**src/rtl/syn_fifo_pkg.sv**
```systemverilog
// -----------------------------------------------------------------------------
// syn_fifo_pkg
//   Shared constants and helpers for the synchronous FIFO and its storage.
//   - DEF_WIDTH / DEF_DEPTH : default data width and entry count
//   - clog2()               : ceiling log2, used to size pointers and counters
// -----------------------------------------------------------------------------
package syn_fifo_pkg;

    localparam int DEF_WIDTH = 8;
    localparam int DEF_DEPTH = 16;

    // Ceiling log2 for elaboration-time sizing; clog2(16) = 4, clog2(17) = 5.
    function automatic int clog2(input int value);
        int result;
        int rem;
        result = 0;
        rem    = value - 1;
        while (rem > 0) begin
            result = result + 1;
            rem    = rem >> 1;
        end
        return result;
    endfunction

endpackage : syn_fifo_pkg

```
**src/rtl/sdp_ram.sv**
```systemverilog
// -----------------------------------------------------------------------------
// sdp_ram
//   Simple dual-port RAM, WIDTH x DEPTH: one synchronous write port and one
//   registered read port. Neither the array nor the read register is reset.
//   Ports:
//     clk      : clock, all activity on the rising edge
//     wr_en    : write enable
//     wr_addr  : write address
//     wr_data  : write data
//     rd_en    : read enable; rd_data holds its value when low
//     rd_addr  : read address
//     rd_data  : registered read data (1-cycle latency)
//   A read and a write to the same address in one cycle return the old word.
// -----------------------------------------------------------------------------
module sdp_ram
    import syn_fifo_pkg::*;
#(
    parameter int WIDTH = DEF_WIDTH,
    parameter int DEPTH = DEF_DEPTH
) (
    input  logic                      clk,
    input  logic                      wr_en,
    input  logic [clog2(DEPTH)-1:0]   wr_addr,
    input  logic [WIDTH-1:0]          wr_data,
    input  logic                      rd_en,
    input  logic [clog2(DEPTH)-1:0]   rd_addr,
    output logic [WIDTH-1:0]          rd_data
);

    logic [WIDTH-1:0] mem_q [DEPTH];
    logic [WIDTH-1:0] rd_data_q;

    // NOTE: storage has no reset so it maps onto RAM macros/LUT-RAM; the FIFO
    // never exposes an entry that has not been written since reset.
    // NOTE: non-blocking assignments here give read-before-write on a shared
    // address and keep every clocked element race-free in simulation.
    always_ff @(posedge clk) begin
        if (wr_en) begin
            mem_q[wr_addr] <= wr_data;
        end
        if (rd_en) begin
            rd_data_q <= mem_q[rd_addr];
        end
    end

    assign rd_data = rd_data_q;

endmodule : sdp_ram

```
**src/rtl/syn_fifo.sv**
```systemverilog
// -----------------------------------------------------------------------------
// syn_fifo
//   Single-clock FIFO with registered read data and registered status flags.
//   Ports:
//     clk          : clock, rising edge
//     reset        : asynchronous, active-high reset
//     write        : write request, data_in sampled with it
//     data_in      : write data
//     read         : read request
//     data_out     : read data, valid one cycle after an accepted read, held
//                    otherwise; 0 after reset until the first accepted read
//     full/empty   : occupancy == DEPTH / occupancy == 0
//     almost_full  : occupancy >= AF_LEVEL
//     almost_empty : occupancy <= AE_LEVEL
//     count        : occupancy, 0..DEPTH
//     overflow     : one-cycle pulse after a rejected write
//     underflow    : one-cycle pulse after a rejected read
//   A write into a full FIFO is accepted when a read is accepted in the same
//   cycle. A read of an empty FIFO is rejected even with a concurrent write.
// -----------------------------------------------------------------------------
module syn_fifo
    import syn_fifo_pkg::*;
#(
    parameter int WIDTH    = DEF_WIDTH,
    parameter int DEPTH    = DEF_DEPTH,
    parameter int AF_LEVEL = DEPTH - 2,
    parameter int AE_LEVEL = 2
) (
    input  logic                    clk,
    input  logic                    reset,
    input  logic                    write,
    input  logic [WIDTH-1:0]        data_in,
    input  logic                    read,
    output logic [WIDTH-1:0]        data_out,
    output logic                    full,
    output logic                    empty,
    output logic                    almost_full,
    output logic                    almost_empty,
    output logic [clog2(DEPTH):0]   count,
    output logic                    overflow,
    output logic                    underflow
);

    localparam int PTR_W = clog2(DEPTH);
    localparam int CNT_W = PTR_W + 1;

    logic [PTR_W-1:0] wr_ptr_q, wr_ptr_d;
    logic [PTR_W-1:0] rd_ptr_q, rd_ptr_d;
    logic [CNT_W-1:0] count_q, count_d;
    logic             full_q, full_d;
    logic             empty_q, empty_d;
    logic             almost_full_q, almost_full_d;
    logic             almost_empty_q, almost_empty_d;
    logic             overflow_q, overflow_d;
    logic             underflow_q, underflow_d;
    // Set by the first accepted read after reset; until then data_out is
    // forced to 0 because the RAM read register itself is not reset.
    logic             out_valid_q, out_valid_d;

    logic             rd_ok;
    logic             wr_ok;
    logic [WIDTH-1:0] ram_rd_data;

    // Acceptance uses the registered flags only, so no output is ever a
    // combinational function of read/write.
    assign rd_ok = read & ~empty_q;
    assign wr_ok = write & (~full_q | rd_ok);

    // NOTE: every signal driven here gets a default first, so no path through
    // the block leaves a value unassigned and no latch is inferred.
    always_comb begin
        wr_ptr_d    = wr_ptr_q;
        rd_ptr_d    = rd_ptr_q;
        count_d     = count_q;
        out_valid_d = out_valid_q;

        if (wr_ok) begin
            // DEPTH is a power of two, so natural overflow wraps to 0.
            wr_ptr_d = wr_ptr_q + PTR_W'(1);
        end
        if (rd_ok) begin
            rd_ptr_d    = rd_ptr_q + PTR_W'(1);
            out_valid_d = 1'b1;
        end

        unique case ({wr_ok, rd_ok})
            2'b10:   count_d = count_q + CNT_W'(1);
            2'b01:   count_d = count_q - CNT_W'(1);
            default: count_d = count_q;
        endcase

        // Flags follow the next count so they are consistent with it after
        // the edge; full/empty come from the count, not pointer equality.
        full_d         = (count_d == CNT_W'(DEPTH));
        empty_d        = (count_d == '0);
        almost_full_d  = (count_d >= CNT_W'(AF_LEVEL));
        almost_empty_d = (count_d <= CNT_W'(AE_LEVEL));
        overflow_d     = write & ~wr_ok;
        underflow_d    = read & empty_q;
    end

    always_ff @(posedge clk or posedge reset) begin
        if (reset) begin
            wr_ptr_q       <= '0;
            rd_ptr_q       <= '0;
            count_q        <= '0;
            full_q         <= 1'b0;
            empty_q        <= 1'b1;
            almost_full_q  <= 1'b0;
            almost_empty_q <= 1'b1;
            overflow_q     <= 1'b0;
            underflow_q    <= 1'b0;
            out_valid_q    <= 1'b0;
        end else begin
            wr_ptr_q       <= wr_ptr_d;
            rd_ptr_q       <= rd_ptr_d;
            count_q        <= count_d;
            full_q         <= full_d;
            empty_q        <= empty_d;
            almost_full_q  <= almost_full_d;
            almost_empty_q <= almost_empty_d;
            overflow_q     <= overflow_d;
            underflow_q    <= underflow_d;
            out_valid_q    <= out_valid_d;
        end
    end

    sdp_ram #(
        .WIDTH (WIDTH),
        .DEPTH (DEPTH)
    ) u_ram (
        .clk     (clk),
        .wr_en   (wr_ok),
        .wr_addr (wr_ptr_q),
        .wr_data (data_in),
        .rd_en   (rd_ok),
        .rd_addr (rd_ptr_q),
        .rd_data (ram_rd_data)
    );

    assign data_out     = out_valid_q ? ram_rd_data : '0;
    assign full         = full_q;
    assign empty        = empty_q;
    assign almost_full  = almost_full_q;
    assign almost_empty = almost_empty_q;
    assign count        = count_q;
    assign overflow     = overflow_q;
    assign underflow    = underflow_q;

endmodule : syn_fifo

```
**config.mk**
```make
export PLATFORM = sky130hd
export DESIGN_NAME = syn_fifo
export DESIGN_NICKNAME = d
export VERILOG_FILES = /design/src/rtl/syn_fifo_pkg.sv /design/src/rtl/sdp_ram.sv /design/src/rtl/syn_fifo.sv
export SDC_FILE = /design/constraint.sdc
export NUM_CORES = 1
export LEC_CHECK = 0
export BUFFER_PORTS_ARGS = -buffer_cell sky130_fd_sc_hd__buf_4
export CAP_MARGIN = 30
export CORE_UTILIZATION = 40
export CTS_BUF_LIST = sky130_fd_sc_hd__clkbuf_2
export DETAILED_ROUTE_END_ITERATION = 7
export PLACE_DENSITY_LB_ADDON = 0.2
export SLEW_MARGIN = 20
export SYNTH_ARGS = -nofsm -noshare
export SYNTH_HDL_FRONTEND = slang
export SYNTH_HIERARCHICAL = 1
export SYNTH_SLANG_ARGS = --single-unit
```
**constraint.sdc**
```tcl
create_clock -name clk -period 2.3 [get_ports clk]
set_input_delay 0.46 -clock clk [delete_from_list [all_inputs] [get_ports clk]]
set_output_delay 0.46 -clock clk [all_outputs]
set_load 0.02 [all_outputs]
```
==> metrics.cfg <==
[grt]
antenna_found_initial = 1
track_usage = 0.173
grt_pass1_vias = 3330
grt_pass1_wl_um = 19600
grt_max_degree = 36
grt_overflow = 0

[drt]
wl_per_cell_um = 20.1
viasPerCell = 5.13
drt_wl_total_um = 12700
first_pass_iters = 4
vias = 3240
antenna_left = 0
drc = 0
drt-initial-drc-count = 294

[worst_setup_path]
max_stage_delay_ns = 0.58
worstSetupEndpointType = flop
path_cells = nand2b_4 -> inv_6 -> ha_4 -> xor2_1 -> ha_2 -> nor2_2 -> nand4bb_1 -> o2111ai_2 -> xnor2_2 -> buf_4 -> a2111oi_4
crit_arrival_ns = 3.04
required_ns = 2.92
path_buf_inv = 2
crit_fanout = 5
crit_slowest_cell = dfstp_2
path_class = reg -> reg
cpLargestDelayFamily = flip-flops
start_kind = flop

[clock_tree]
clockBufferDepth = 2
clk_latency_ns = 0.71
htree_num_levels = 4
root_buffer = clkbuf_2
numCtsBuffers = 17
path_clk_slew_ns = 0.21
cts_tree = built
cts.sinks = 156

[synthesis]
ys_types = 46
synthCells = 318
ys_seq_elements = 156
synth_edf_count = 136
synth_nets = 335
yosysTopAreaCell = edfxtp_1
ys.warnings.count = 6
ys_top_cells_by_area = edfxtp_1 65%, dfrtp_1 7.1%, mux4_2 6.4%, mux4_1 5.8%, a22oi_1 1.9%
avgSynthCellArea_sq_um = 19.8
ys_seq_area_frac = 0.728
synth_ff_type = edfxtp_1
synth-async-reset-ratio = 0.128
syn_area_sq_um = 6300
synth_top_cell_area_share = 0.648

[final_layout]
drive_gt1_frac = 0.350
finalInstanceArea_sq_um = 7430
syn2layout_area_growth_pct = 17.9
final_common_cell = edfxtp_1
instances_no_fill = 632
fillers = 1343
layout_common_cells = 136 x edfxtp_1, 69 x buf_4, 23 x clkbuf_2
fin_nets = 424

[pwr]
clockPowerShare = 0.174
switching_share = 0.339
p_leak_nw = 2.62
p_int_mw = 5.76
power.total_mw = 8.72
comb_power_share = 0.376
p_switching_mw = 2.95
irDropWorstVdd_uv = 595
power_density_nw_per_um2 = 1170
pwr-share-seq = 0.450

[worst_hold_path]
hold_class = in -> async

[timing]
fmax_ghz = 0.413
setup_tns_ns = -0.403
fin_crit_ns = 2.42
rsz0062_at_grt = yes
slew_violations = 0
worst_slew_pin_slew_ns = 0.729
fin_ws_ns = -0.121
skew_ns = 0.0294
finalHoldViolCount = 0
slew_headroom = 0.513
min_period_over_period = 1.05
finalSetupViolCount = 5

[placement]
portBuffers = 30
postPlaceCellArea_sq_um = 7050
dp_hpwl_um = 8040
gp_congestion = 0.702
dp_slack_ns = -0.170
placed_cells = 586

[flow_run]
maxCapViolCount = 0

[floorplanning]
fp-row-count = 45
start_util = 0.412
die_w_um = 128
die_area_sq_um = 16300
core-area_sq_um = 15300
ios = 31
die_h_um = 128

[status]
violations = setup timing
status = finished, violations left

[cell families (layout without fill, tap and decap cells)]
logic type | Yosys count | in the layout | synth area share
DFF | 156 | 156 | 0.728
xor gates and xnor gates | 12 | 12 | 0.0220
muxes | 33 | 33 | 0.124
AOI/OAI and AO/OA | 27 | 27 | 0.0379
other | 0 | 1 | 0
and+or+nand+nor | 69 | 69 | 0.0588
adders and majority gates | 5 | 5 | 0.00993
buffers and inverters | 16 | 118 | 0.0191
[power by group through the flow]
| stage | Sequential [mW] | Clock, mW | Combinational (mW) |
|---|---|---|---|
| finish | 3.92 | 1.52 | 3.27 |
| global placement | 3.97 | 0 | 3.16 |
| floorplan | 3.98 | 0 | 2.09 |
| global route | 3.98 | 1.66 | 3.55 |
| CTS | 3.92 | 1.56 | 3.28 |
| detailed placement | 3.99 | 0 | 3.21 |
[metrics by stage]
step                hold WS [ns]   util
CTS                        0.340  0.484
finish                     0.391  0.485
global route               0.382  0.485
floorplan                  0.422      -
global placement           0.523  0.460
detailed placement         0.532  0.460
[what timing repair did]
item                                   CTS  global route
endpoints found under the hold margin  130             0
cloned                                   0             0
setup endpoints to repair                4             6
setup buffers                            1             1
pin swaps                                3             5
hold buffers                            11             0
resized for setup                        1             4
[flip-flops by register name, summed over array words and instances (netlist names)]
name,cells
out_valid_q,1
count,5
u_ram/rd_data,8
almost_full,1
underflow,1
empty,1
full,1
wr_ptr_q,4
overflow,1
rd_ptr_q,4
almost_empty,1
u_ram/mem_q,128
[tightest hold or removal path: stages]
cell           delay (ns)
dlygate4sd3_1        0.54
buf_4                0.13
inv_1                0.53
[per-layer routing]
metal | global-route usage | vias to the layer above | share of wire
met5 | 0 | - | 0
met4 | 0.0609 | 0 | 0.012
met3 | 0.0415 | 17 | 0.049
met2 | 0.270 | 82 | 0.48
met1 | 0.237 | 1677 | 0.46
li1 | - | 1464 | -
[synthesized netlist by cell type (3+ instances only)]
master and count:
a22oi_1 16, and2_1 10, nor3_1 4, dfrtp_1 18, buf_6 4, nor2_1 14
clkdlybuf4s25_2 3, edfxtp_1 136, nand2_1 19, ha_1 5, mux4_2 18, xor2_1 3
mux4_1 14, xnor2_1 6, buf_2 3, nand2b_1 5, nor2b_1 3
[path summary, 6_finish.rpt]
check | startpoint | endpoint | slack [ns] | cells after the start
setup / recovery | empty | almost_empty | -0.12 | 11
hold / removal | reset | underflow | 0.39 | 3
setup reg to reg | empty | almost_empty | -0.12 | 11
hold reg to reg | wr_ptr_q[3] | wr_ptr_q[3] | 0.56 | 1
max in group asynchronous | reset | rd_ptr_q[0] | 1.39 | 3
min in group clk | read | underflow | 0.54 | 3
[final cells by class]
type / count / area, sq um / area share
flip-flops and latches: 156 / 4590 / 0.617
multi-input cells: 146 / 1650 / 0.223
repair buffers: 82 / 668 / 0.0899
well taps: 211 / 264 / 0.0355
clock inverters: 9 / 120 / 0.0162
clock buffers: 23 / 115 / 0.0155
inverters: 4 / 20.0 / 0.00269
diodes: 1 / 2.50 / 0.000337
Power figures use the tool's default switching activity.
